File: src/rtl/btb_predictor.sv
// rtl/btb_predictor.sv - branch target buffer with 2-bit direction counters and invalidate walk
module btb_predictor #(
  parameter int ENTRIES = 16
) (
  input  logic        clk,
  input  logic        rst_n,
  input  logic [31:0] if_pc,
  output logic        pred_taken,
  output logic [31:0] pred_target,
  input  logic        ex_update,
  input  logic [31:0] ex_pc,
  input  logic        ex_taken,
  input  logic [31:0] ex_target,
  input  logic        flush_req,
  output logic        busy,
  output logic        flush_done
);

  localparam int IDX_W = $clog2(ENTRIES);
  localparam int TAG_W = 30 - IDX_W;
  localparam logic [IDX_W-1:0] LAST_IDX = IDX_W'(ENTRIES - 1);

  typedef enum logic {S_IDLE, S_WALK} state_t;

  state_t             state, state_nxt;
  logic [IDX_W-1:0]   walk_cnt;

  logic [ENTRIES-1:0] valid;
  logic [1:0]         ctr    [ENTRIES];
  logic [TAG_W-1:0]   tag    [ENTRIES];
  logic [31:0]        target [ENTRIES];

  // PC bits [1:0] never select an entry; fold them into a sink
  logic unused_pc_bits;
  assign unused_pc_bits = ^{if_pc[1:0], ex_pc[1:0]};

  logic [IDX_W-1:0] l_idx, u_idx;
  logic [TAG_W-1:0] l_tag, u_tag;
  logic             l_hit, u_hit;

  assign l_idx = if_pc[IDX_W+1:2];
  assign l_tag = if_pc[31:IDX_W+2];
  assign u_idx = ex_pc[IDX_W+1:2];
  assign u_tag = ex_pc[31:IDX_W+2];
  assign l_hit = valid[l_idx] && (tag[l_idx] == l_tag);
  assign u_hit = valid[u_idx] && (tag[u_idx] == u_tag);

  // Lookup is purely combinational; the table reads its pre-edge contents
  always_comb begin
    pred_taken  = 1'b0;
    pred_target = 32'h0;
    if (l_hit && ctr[l_idx][1] && !busy) begin
      pred_taken  = 1'b1;
      pred_target = target[l_idx];
    end
  end

  // State register, walk counter and the registered completion pulse
  always_ff @(posedge clk or negedge rst_n) begin
    if (!rst_n) begin
      state      <= S_IDLE;
      walk_cnt   <= '0;
      flush_done <= 1'b0;
    end else begin
      state      <= state_nxt;
      walk_cnt   <= (state == S_WALK) ? walk_cnt + 1'b1 : '0;
      flush_done <= (state == S_WALK) && (walk_cnt == LAST_IDX);
    end
  end

  // Next state: a walk always runs to the last entry once started
  always_comb begin
    state_nxt = state;
    case (state)
      S_IDLE: if (flush_req) state_nxt = S_WALK;
      S_WALK: if (walk_cnt == LAST_IDX) state_nxt = S_IDLE;
      default: state_nxt = S_IDLE;
    endcase
  end

  // FSM outputs
  always_comb begin
    busy = 1'b0;
    if (state == S_WALK) busy = 1'b1;
  end

  // Valid bits and direction counters: walk clear has priority over updates
  always_ff @(posedge clk or negedge rst_n) begin
    if (!rst_n) begin
      valid <= '0;
      for (int i = 0; i < ENTRIES; i++) ctr[i] <= 2'b01;
    end else if (busy) begin
      valid[walk_cnt] <= 1'b0;
      ctr[walk_cnt]   <= 2'b01;
    end else if (ex_update) begin
      if (u_hit) begin
        if (ex_taken && ctr[u_idx] != 2'b11)
          ctr[u_idx] <= ctr[u_idx] + 2'b01;
        else if (!ex_taken && ctr[u_idx] != 2'b00)
          ctr[u_idx] <= ctr[u_idx] - 2'b01;
      end else if (ex_taken) begin
        valid[u_idx] <= 1'b1;
        ctr[u_idx]   <= 2'b10;
      end
    end
  end

  // Tags and targets carry no reset; they are only meaningful under valid
  always_ff @(posedge clk) begin
    if (!busy && ex_update && ex_taken) begin
      target[u_idx] <= ex_target;
      if (!u_hit) tag[u_idx] <= u_tag;
    end
  end

endmodule

File: config.mk
export PLATFORM = sky130hd
export DESIGN_NAME = btb_predictor
export DESIGN_NICKNAME = d
export VERILOG_FILES = /design/src/rtl/btb_predictor.sv
export SDC_FILE = /design/constraint.sdc
export NUM_CORES = 1
export LEC_CHECK = 0
export CAP_MARGIN = 25
export CORE_UTILIZATION = 40
export DETAILED_ROUTE_END_ITERATION = 8
export PLACE_DENSITY = 0.57
export SETUP_SLACK_MARGIN = 0.2
export SLEW_MARGIN = 20
export SYNTH_ARGS = -nofsm -noshare
export SYNTH_HDL_FRONTEND = slang
export SYNTH_SLANG_ARGS = --single-unit
File: constraint.sdc
create_clock -name clk -period 10.1 [get_ports clk]
set_clock_uncertainty 0.05 [all_clocks]
set_input_delay 1.01 -clock clk [delete_from_list [all_inputs] [get_ports clk]]
set_output_delay 1.01 -clock clk [all_outputs]
set_load 0.01 [all_outputs]
==> results.yml <==
sta:
  hold_viol: 0
  slew_headroom: 0.2837
  finalCriticalPeriod_ns: 6.846
  grt_setup_unrepaired: "no"
  fin_crit_sh: 0.6778
  setup-tns-final_ns: 0
  setup_viol: 0
  slew_viol_final: 0
  tightest_slew_ns: 1.073
  fin_hold_ws_ns: 0.4344
  fmax_ghz: 0.1461
setup_path:
  arrival_ns: 5.79
  critPathMaxFanout: 43
  critPathLaunchType: "input port"
  cp.required_ns: 9.04
  critPathCaptureType: "output pin"
  reg2reg_slack_ns: 5.47
  worstRegToRegCells: 11
  crit_type: "input port to output pin"
die:
  fp.coreArea_sq_um: 107200
  die_w_um: 330.8
  dieArea_sq_um: 109400
  ios: 136
  rows: 120
  start_util: 0.4034
  die_h_um: 330.8
run_status:
  status: "finished, final reports clean"
flow_run:
  maxCapViolCount: 0
pwr:
  p_comb_frac: 0.098
  leakage_nw: 15.85
  p_seq_frac: 0.481
  powerDensity_nw_per_um2: 192.0
  clockPowerShare: 0.421
  netSwitchingPower_mw: 2.266
  peakVddDrop_v: 0.0002141
  switching_share: 0.2357
  power.internal_mw: 7.348
clock_network:
  cts_buffer_depth: 3
  cts.sinks: 982
  cts_setup_buffers: 0
  cts_root_buffer: "clkbuf_16"
  cts_buffers: 106
  cts_resized: 0
  clkTransAtPathRegs_ns: 0.06
  htreeDepth: 3
  cts_tree: "built"
  holdBufCountCts: 0
  insertion_delay_ns: 0.71
logic_synthesis:
  synth-seq-cells: 982
  synth-main-ff-cell: "edfxtp_1"
  syn_inst: 2170
  synth_nets: 2277
  yosys_warnings: 0
  async_flop_share: 0.05499
  syn_area_sq_um: 43250
  synth_area_per_cell_sq_um: 19.93
  ys_seq_area_frac: 0.6760
  synth_edf_count: 928
  ys_types: 71
route:
  drtIter0Drc: 2480
  ant_nets: 0
  drt-vias-per-instance: 6.040
  drc: 0
  wl_per_cell_um: 30.25
  drt-total-wl_um: 115800
  drt_first_pass_iters: 5
  dr_total_vias: 23110
cells_and_area:
  nets: 2441
  regArea_sq_um: 29240
  layoutNonFillerInstCount: 3827
  drive_gt1_frac: 0.2903
  syn_to_final_growth_pct: 15.82
  fillCellCount: 8931
  multiInputGateArea_sq_um: 13540
  fin_util: 0.4672
grt:
  antenna_found_initial: 5
  track_usage: 0.2137
  grt_max_degree: 114
  grt_pass1_vias: 23900
  grt_pass1_wl_um: 167800
  globalRoute.totalOverflow: 0
placed_design:
  dp.cells: 3628
  dp_hpwl_um: 64840
  io_buffers: 131
  place_congestion: 0.8391
min_path:
  hp-class: "input port to async pin"
[worst max-delay path: stages]
cell             delay (ns)
buf_8                  0.38
buf_4                  0.77
a311oi_1               0.23
a211oi_1               0.34
a31oi_1                0.07
a2111oi_0              0.96
nand3_1                0.16
nor3_1                 0.36
nand3_2                0.35
buf_12                 0.29
nor2b_1                0.16
clkdlybuf4s50_1        0.55
[synth_stat cells (6+ instances only)]
cell,instances,area [sq um]
a211o_1,7,61.31
a21o_1,14,105.1
o2bb2ai_2,9,135.1
clkbuf_1,64,240.2
nand2_1,57,214.0
edfxtp_1,928,27870
o21ai_1,12,60.06
xor2_1,24,210.2
a211oi_1,9,67.56
mux2_2,8,90.09
inv_1,15,56.30
nor3_1,17,85.08
buf_6,13,146.4
nor4b_1,6,52.55
o21a_1,7,52.55
nor3_2,7,70.07
nor2_1,79,296.5
xnor2_1,42,367.9
a31oi_1,7,43.79
dfstp_2,16,420.4
nand2b_1,7,43.79
dfrtp_1,38,950.9
a22oi_1,14,105.1
buf_1,33,123.9
buf_2,20,100.1
mux4_1,7,183.9
a22o_1,7,61.31
mux2i_1,78,780.8
nor2b_1,41,256.5
nor4_1,8,50.05
ha_1,6,75.07
nand4_1,6,37.54
o21ai_0,28,140.1
o311ai_1,10,87.58
o22a_1,11,96.34
mux4_2,381,8581
a21oi_1,37,185.2
nand3_1,35,175.2
[metrics by stage]
step / power (mW) / setup slack (ns) / area, sq um
floorplan: 5.288 / 4.874 / 43250
global placement: 5.619 / 2.779 / 46360
detailed placement: 5.642 / 2.622 / 46390
CTS: 9.681 / 2.604 / 50060
global route: 9.915 / 3.051 / 50090
finish: 9.615 / 3.254 / 50090
[per-layer routing]
| metal | vias to the layer above | global-route usage | part of all wire |
|---|---|---|---|
| met1 | 12490 | 0.2990 | 0.42 |
| met4 | 4 | 0.05911 | 0.025 |
| met5 | - | 0 | 0.00019 |
| li1 | 9489 | - | - |
| met3 | 189 | 0.03408 | 0.065 |
| met2 | 947 | 0.3476 | 0.49 |
[power by group through the flow]
stage	clock network (mW)	registers, mW	logic, mW
after floorplan	0	4.67	0.619
after global placement	0	4.70	0.918
after detailed placement	0	4.70	0.938
after CTS	4.12	4.62	0.941
after global routing	4.27	4.63	1.01
final	4.05	4.62	0.944
[kinds of logic (layout without fill, tap and decap cells)]
| logic type | after synthesis | in the layout | share of synthesized area |
|---|---|---|---|
| AO/OA/AOI/OAI | 197 | 197 | 0.03324 |
| XOR/XNOR | 66 | 66 | 0.01337 |
| adder cells (fa/ha/maj) | 6 | 6 | 0.001736 |
| buffers and inverters | 153 | 405 | 0.01684 |
| flip-flops | 982 | 982 | 0.6760 |
| multiplexers | 475 | 475 | 0.2231 |
| other | 0 | 2 | 0 |
| AND/OR/NAND/NOR | 291 | 291 | 0.03573 |
[layout make-up]
class                   instances  share of cell area
repair buffers                191             0.03615
well taps                    1403             0.03505
clock buffers                 134             0.05688
inverters                      18            0.001349
multi-input cells            1035              0.2704
flip-flops and latches        982              0.5837
diodes                          2          0.00009992
clock inverters                62             0.01636
[sequential cells by signal (all words and copies together), names as in the netlist]
signal,cells
target,512
tag,416
ctr,32
valid,16
walk_cnt,4
flush_done,1
state,1
[final timing paths]
check | from | end
max | if_pc[2] | pred_target[9]
min | rst_n | ctr[1]$_DFFE_PN0P_
max reg2reg | tag[9][15]$_DFFE_PP_ | tag[7][23]$_DFFE_PP_
min reg2reg | valid[3]$_DFFE_PN0P_ | valid[3]$_DFFE_PN0P_
max in group asynchronous | rst_n | state$_DFF_PN0_
min in group clk | valid[3]$_DFFE_PN0P_ | valid[3]$_DFFE_PN0P_
[cells in the final DEF (no fill, tap or decap), types with 17 or more instances in the layout]
master	instances
edfxtp_1	928
mux4_2	381
clkdlybuf4s50_1	122
clkbuf_16	107
mux2i_1	78
buf_4	58
nand2_1	57
nor2_1	46
xnor2_1	41
nor2b_1	41
a21oi_1	37
dfrtp_1	37
nand3_1	33
nor2_4	32
o21ai_0	28
xor2_1	24
clkbuf_1	20
nor3_1	17
(Power assumes the default switching activity.)
